--- config.mk ---
export PLATFORM = sky130hd
export DESIGN_NAME = imem_dmem_arbiter_flat
export DESIGN_NICKNAME = d
export VERILOG_FILES = /design/src/rtl/imem_dmem_arbiter_if.sv /design/src/rtl/imem_dmem_arbiter.sv /design/src/flat_wrapper.sv
export SDC_FILE = /design/constraint.sdc
export NUM_CORES = 1
export LEC_CHECK = 0
export ABC_AREA = 1
export CORE_MARGIN = 10
export CORE_UTILIZATION = 32
export DETAILED_ROUTE_END_ITERATION = 10
export PLACE_DENSITY = 0.69
export SYNTH_ARGS = -nofsm -noshare
export SYNTH_HDL_FRONTEND = slang
export SYNTH_SLANG_ARGS = --single-unit
--- constraint.sdc ---
create_clock -name clk -period 8.85 [get_ports clk]
set_clock_uncertainty 0.2 [all_clocks]
set_input_delay 1.77 -clock clk [delete_from_list [all_inputs] [get_ports clk]]
set_output_delay 1.77 -clock clk [all_outputs]
set_load 0.01 [all_outputs]
--- src/rtl/imem_dmem_arbiter_if.sv ---
// Bus bundle between the pipeline stages, the arbiter and the unified memory.
//   if_*   : fetch-stage read port (req/addr in, rdata/ready/stall out)
//   dm_*   : memory-stage load/store port (req/we/addr/wdata in, rdata/ready/stall out)
//   mem_*  : single-ported memory macro side (en/we/addr/wdata out, rdata in)
// modport master is the arbiter's view; modport slave is the surrounding environment.
interface imem_dmem_arbiter_if #(
  parameter int unsigned AW = 32,
  parameter int unsigned DW = 32
);
  logic          if_req;
  logic [AW-1:0] if_addr;
  logic [DW-1:0] if_rdata;
  logic          if_ready;
  logic          stall_if;

  logic          dm_req;
  logic          dm_we;
  logic [AW-1:0] dm_addr;
  logic [DW-1:0] dm_wdata;
  logic [DW-1:0] dm_rdata;
  logic          dm_ready;
  logic          stall_dm;

  logic          mem_en;
  logic          mem_we;
  logic [AW-1:0] mem_addr;
  logic [DW-1:0] mem_wdata;
  logic [DW-1:0] mem_rdata;

  modport master (
    input  if_req, if_addr, dm_req, dm_we, dm_addr, dm_wdata, mem_rdata,
    output if_rdata, if_ready, stall_if, dm_rdata, dm_ready, stall_dm,
           mem_en, mem_we, mem_addr, mem_wdata
  );

  modport slave (
    output if_req, if_addr, dm_req, dm_we, dm_addr, dm_wdata, mem_rdata,
    input  if_rdata, if_ready, stall_if, dm_rdata, dm_ready, stall_dm,
           mem_en, mem_we, mem_addr, mem_wdata
  );
endinterface

--- src/rtl/imem_dmem_arbiter.sv ---
// Arbiter sharing one fixed-latency, single-ported memory between the fetch (IF)
// and memory (DM) stages. One access in flight at a time; round-robin on ties.
// Ports:
//   clk   : rising-edge clock
//   reset : asynchronous active-high reset
//   bus   : imem_dmem_arbiter_if.master (IF port, DM port, memory macro side)
// All memory-side outputs, ready pulses and read data are registered; stalls are
// combinational from req and the registered ready.
module imem_dmem_arbiter #(
  parameter int unsigned AW  = 32,
  parameter int unsigned DW  = 32,
  parameter int unsigned LAT = 2
) (
  input  logic                clk,
  input  logic                reset,
  imem_dmem_arbiter_if.master bus
);

  localparam int unsigned CntW = $clog2(LAT + 1);

  typedef enum logic [1:0] {StIdle, StIssue, StWait, StDone} state_e;

  state_e        state_q, state_d;
  logic [CntW-1:0] cnt_q, cnt_d;
  // Winner of the current/most recent grant; doubles as the round-robin flag.
  logic          gnt_dm_q, gnt_dm_d;
  logic          mem_en_q, mem_en_d;
  logic          mem_we_q, mem_we_d;
  logic [AW-1:0] mem_addr_q, mem_addr_d;
  logic [DW-1:0] mem_wdata_q, mem_wdata_d;
  logic          if_ready_q, if_ready_d;
  logic          dm_ready_q, dm_ready_d;
  logic [DW-1:0] if_rdata_q, if_rdata_d;
  logic [DW-1:0] dm_rdata_q, dm_rdata_d;
  logic          take_dm;

  always_comb begin
    state_d     = state_q;
    cnt_d       = cnt_q;
    gnt_dm_d    = gnt_dm_q;
    mem_en_d    = 1'b0;
    mem_we_d    = 1'b0;
    mem_addr_d  = mem_addr_q;
    mem_wdata_d = mem_wdata_q;
    if_ready_d  = 1'b0;
    dm_ready_d  = 1'b0;
    if_rdata_d  = if_rdata_q;
    dm_rdata_d  = dm_rdata_q;
    take_dm     = 1'b0;

    unique case (state_q)
      StIdle: begin
        if (bus.if_req || bus.dm_req) begin
          // DM wins when alone, or on a tie if IF was granted last.
          take_dm     = bus.dm_req && (!bus.if_req || !gnt_dm_q);
          gnt_dm_d    = take_dm;
          mem_en_d    = 1'b1;
          mem_we_d    = take_dm && bus.dm_we;
          mem_addr_d  = take_dm ? bus.dm_addr : bus.if_addr;
          mem_wdata_d = take_dm ? bus.dm_wdata : mem_wdata_q;
          cnt_d       = CntW'(LAT);
          state_d     = StIssue;
        end
      end
      StIssue: begin
        if (mem_we_q) begin
          dm_ready_d = 1'b1;
          state_d    = StDone;
        end else begin
          cnt_d   = cnt_q - CntW'(1);
          state_d = StWait;
        end
      end
      StWait: begin
        if (cnt_q == '0) begin
          if (gnt_dm_q) begin
            dm_rdata_d = bus.mem_rdata;
            dm_ready_d = 1'b1;
          end else begin
            if_rdata_d = bus.mem_rdata;
            if_ready_d = 1'b1;
          end
          state_d = StDone;
        end else begin
          cnt_d = cnt_q - CntW'(1);
        end
      end
      StDone: begin
        state_d = StIdle;
      end
      default: begin
        state_d = StIdle;
      end
    endcase
  end

  always_ff @(posedge clk or posedge reset) begin
    if (reset) begin
      state_q     <= StIdle;
      cnt_q       <= '0;
      gnt_dm_q    <= 1'b0;
      mem_en_q    <= 1'b0;
      mem_we_q    <= 1'b0;
      mem_addr_q  <= '0;
      mem_wdata_q <= '0;
      if_ready_q  <= 1'b0;
      dm_ready_q  <= 1'b0;
      if_rdata_q  <= '0;
      dm_rdata_q  <= '0;
    end else begin
      state_q     <= state_d;
      cnt_q       <= cnt_d;
      gnt_dm_q    <= gnt_dm_d;
      mem_en_q    <= mem_en_d;
      mem_we_q    <= mem_we_d;
      mem_addr_q  <= mem_addr_d;
      mem_wdata_q <= mem_wdata_d;
      if_ready_q  <= if_ready_d;
      dm_ready_q  <= dm_ready_d;
      if_rdata_q  <= if_rdata_d;
      dm_rdata_q  <= dm_rdata_d;
    end
  end

  assign bus.mem_en    = mem_en_q;
  assign bus.mem_we    = mem_we_q;
  assign bus.mem_addr  = mem_addr_q;
  assign bus.mem_wdata = mem_wdata_q;
  assign bus.if_ready  = if_ready_q;
  assign bus.dm_ready  = dm_ready_q;
  assign bus.if_rdata  = if_rdata_q;
  assign bus.dm_rdata  = dm_rdata_q;
  assign bus.stall_if  = bus.if_req & ~if_ready_q;
  assign bus.stall_dm  = bus.dm_req & ~dm_ready_q;

endmodule

--- src/flat_wrapper.sv ---
// flat-port wrapper written by rule: the top's interface ports become plain ports
module imem_dmem_arbiter_flat 
#(
  parameter int unsigned AW  = 32,
  parameter int unsigned DW  = 32,
  parameter int unsigned LAT = 2
)
  (clk, reset, bus_if_req, bus_if_addr, bus_dm_req, bus_dm_we, bus_dm_addr, bus_dm_wdata, bus_mem_rdata, bus_if_rdata, bus_if_ready, bus_stall_if, bus_dm_rdata, bus_dm_ready, bus_stall_dm, bus_mem_en, bus_mem_we, bus_mem_addr, bus_mem_wdata);
  imem_dmem_arbiter_if #(.AW(AW), .DW(DW)) bus_i ();
  input  logic clk;
  input  logic reset;
  input wire logic [$bits(bus_i.if_req)-1:0] bus_if_req;
  input wire logic [$bits(bus_i.if_addr)-1:0] bus_if_addr;
  input wire logic [$bits(bus_i.dm_req)-1:0] bus_dm_req;
  input wire logic [$bits(bus_i.dm_we)-1:0] bus_dm_we;
  input wire logic [$bits(bus_i.dm_addr)-1:0] bus_dm_addr;
  input wire logic [$bits(bus_i.dm_wdata)-1:0] bus_dm_wdata;
  input wire logic [$bits(bus_i.mem_rdata)-1:0] bus_mem_rdata;
  output wire logic [$bits(bus_i.if_rdata)-1:0] bus_if_rdata;
  output wire logic [$bits(bus_i.if_ready)-1:0] bus_if_ready;
  output wire logic [$bits(bus_i.stall_if)-1:0] bus_stall_if;
  output wire logic [$bits(bus_i.dm_rdata)-1:0] bus_dm_rdata;
  output wire logic [$bits(bus_i.dm_ready)-1:0] bus_dm_ready;
  output wire logic [$bits(bus_i.stall_dm)-1:0] bus_stall_dm;
  output wire logic [$bits(bus_i.mem_en)-1:0] bus_mem_en;
  output wire logic [$bits(bus_i.mem_we)-1:0] bus_mem_we;
  output wire logic [$bits(bus_i.mem_addr)-1:0] bus_mem_addr;
  output wire logic [$bits(bus_i.mem_wdata)-1:0] bus_mem_wdata;
  assign bus_i.if_req = bus_if_req;
  assign bus_i.if_addr = bus_if_addr;
  assign bus_i.dm_req = bus_dm_req;
  assign bus_i.dm_we = bus_dm_we;
  assign bus_i.dm_addr = bus_dm_addr;
  assign bus_i.dm_wdata = bus_dm_wdata;
  assign bus_i.mem_rdata = bus_mem_rdata;
  assign bus_if_rdata = bus_i.if_rdata;
  assign bus_if_ready = bus_i.if_ready;
  assign bus_stall_if = bus_i.stall_if;
  assign bus_dm_rdata = bus_i.dm_rdata;
  assign bus_dm_ready = bus_i.dm_ready;
  assign bus_stall_dm = bus_i.stall_dm;
  assign bus_mem_en = bus_i.mem_en;
  assign bus_mem_we = bus_i.mem_we;
  assign bus_mem_addr = bus_i.mem_addr;
  assign bus_mem_wdata = bus_i.mem_wdata;
  imem_dmem_arbiter #(.AW(AW), .DW(DW), .LAT(LAT)) u_core (.clk(clk), .reset(reset), .bus(bus_i));
endmodule
==> qor.csv <==
metric,value,unit
total negative slack,0,ps
Crit path depth,5,
"Hold Violations, Final",0,
leading post-synthesis cells by cell area,"dfrtp_1 (58%), nand2_1 (18%), o21ai_0 (5.6%), inv_1 (4.9%), nand3b_1 (3.8%)",
number of DRC markers in iteration 0,325,
RSZ-0062 raised after global routing,no,
crit start category,input port,
register area share after synthesis,0.583,
CP startpoint,bus_dm_req,
critical path's largest stage delay,540,ps
post-CTS setup buffers,0,
DRC viols,0,
Yosys warnings,0,
Hold Worst Slack,268,ps
Worst setup EP type,output port,
"commonest non-fill, non-tap cell in the layout",nand2_1,
Mapped Avg Cell Area,8.59,µm²
TritonCTS clock tree,done,
largest area contributor in the netlist,dfrtp_1,
top cell type's share of synthesized area,0.583,
CTS Buf Count,17,
cells along the critical path,clkdlybuf4s50_1 -> buf_4 -> inv_1 -> nor2_1 -> clkdlybuf4s50_1,
worst min-delay path class,register to register,
num ports,267,
synthesized area,5880,µm²
Slowest cell on crit path,clkdlybuf4s50_1,
Synth Instances,684,
first-pass GRT wire length,29.5,mm
Initial Utilization,0.326,
Slew Limit Fails,0,
dpl hpwl,13.4,mm
CP most frequent cell,clkdlybuf4s50_1,
Finished Layout Cells,1180,
Static Leak,4.61,nW
FP Rows,49,
remaining antenna violation count,0,
Tmin final,5290,ps
Max VDD drop,0.000143,V
CP arrival,3320,ps
gpl congestion,0.790,
# nets final,1079,
Worst Path Max Fanout,35,
f_max,0.189,GHz
clock-pin slew on the worst setup and hold paths,60,ps
most frequent cells in the layout,"nand2_1 (280), clkdlybuf4s50_1 (266), dfrtp_1 (137)",
Detailed Route WL,18.7,mm
P per Cell Area,356,nW/µm²
Fill cells,1674,
MaxCap Viol Count,0,
Worst R2R Path Depth,6,
Die ar.,24200,µm²
layout cells sized above 1,0.0452,
Die Y,156,µm
Tcrit/Tclk final,0.597,
relative slew slack,0.437,
Buffers & Inverters on Critical Path,4,
hold-fix buffers at CTS,0,
Clock Tree Root,clkbuf_16,
Setup Viol. Count Final,0,
Ant. Diodes,0,
Bufs on Longest Clock Path,2,
internal reg-to-reg setup slack,6130,ps
Placed Cells incl. Taps,1149,
post-synth cell types,20,
TritonRoute pass-1 iters,5,
WS Path Type,input port to output port,
Port Buf Inserts,266,
CP endpoint,bus_stall_dm,
vias in the first global route,5374,
Critical R2R Launch,u_core.gnt_dm_q,
vias post-DR,5225,
TritonCTS sink count,137,
Area Growth Syn to Fin,59.4,%
vias per cell,4.43,
initial antenna violation count,0,
H-tree Lvls,4,
CTS resizes,0,
Overflow after GRT,0,
Worst R2R End,u_core.bus.mem_wdata[31],
Core Area,18000,µm²
Hold Path Origin,u_core.bus.mem_wdata[25],
crit-path leading delay family,buffers and inverters,
status,finished clean,
worst-skew pair later-pin latency,410,ps
number of synthesized register bits,137,
"Req. time, crit path",6880,ps
actual slew at the worst max-slew pin,843,ps
per-cell routed wire length,15.8,µm
GRT Total Usage,0.152,
largest net degree at the start of global routing,75,
synthesized net count,824,
die width,156,µm
## cell families (layout without fill, tap and decap cells)
logic type,after synthesis,in the layout,synth area share
simple gates,359,359,0.265
flops,137,137,0.583
buf+inv,113,380,0.0786
compound gates,68,68,0.0579
fa+ha+maj,7,7,0.0149
## final cells by class
class	instances	area, µm²	share of cell area
Inverter	79	304	0.0325
Sequential cell	137	3430	0.366
Multi-Input combinational cell	434	1990	0.212
Clock inverter	11	220	0.0235
Timing Repair Buffer	270	2690	0.288
Clock buffer	20	447	0.0477
Tap cell	229	287	0.0306
## sequential cells by signal, summed over array words and instances, names as in the netlist
register              flops
u_core.bus.dm_rdata      32
u_core.bus.if_rdata      32
u_core.bus.mem_addr      32
u_core.bus.mem_wdata     32
u_core.cnt_q              2
u_core.state_q            2
u_core.bus.dm_ready       1
u_core.bus.if_ready       1
u_core.bus.mem_en         1
u_core.bus.mem_we         1
u_core.gnt_dm_q           1
## where the power goes
| group | leakage [nW] | internal, mW | switching (mW) |
|---|---|---|---|
| registers | 1.67 | 0.938 | 0.170 |
| clock network | 0.324 | 0.536 | 0.268 |
| logic | 2.62 | 0.733 | 0.686 |
## cell usage after synthesis
master and number:
nor2_1 7, clkbuf_1 11, nand2_1 280, dfrtp_1 137, nand3b_1 30, nand3_2 2, buf_4 4, nor2_4 2
nand3_1 35, nand2_2 1, inv_4 1, a21oi_1 2, inv_2 1, inv_1 77, nand2_4 1, buf_1 3
ha_1 7, nor2_8 1, o21ai_0 66, buf_2 16
## per-layer routing
layer  global-route usage  up-vias  wire (µm)
met3               0.0604       23       1620
li1                     -     2615          -
met2                0.246      178       9090
met4               0.0588        0        391
met1                0.179     2409       7590
met5                    0        -          0
## how the worst min path moves through the flow
stage	end	depth (start not counted)	slack, ps
floorplan	u_core.cnt_q[1]	2	240
global placement	u_core.bus.mem_wdata[29]	2	250
detailed placement	u_core.bus.mem_wdata[29]	2	260
CTS	u_core.bus.mem_wdata[25]	2	280
global route	u_core.bus.mem_wdata[22]	2	300
finish	u_core.bus.mem_wdata[25]	2	270
## stage by stage
stage | cell area, µm² | total power [mW] | util | setup WS, ps
5_1_grt | 9360 | 3.57 | 0.520 | 3480
4_1_cts | 9360 | 3.39 | 0.520 | 3560
3_3_place_gp | 8700 | 2.53 | 0.483 | 3550
6_report | 9360 | 3.33 | 0.520 | 3560
3_5_place_dp | 8700 | 2.56 | 0.483 | 3560
2_1_floorplan | 5880 | 1.73 | - | 3210
## tightest hold or removal path, cell delays in order (launching register included)
cell and delay [ps]:
dfrtp_1 340, nand2_1 50, nand2_1 50
No activity file was read; power rests on OpenSTA's default activity.
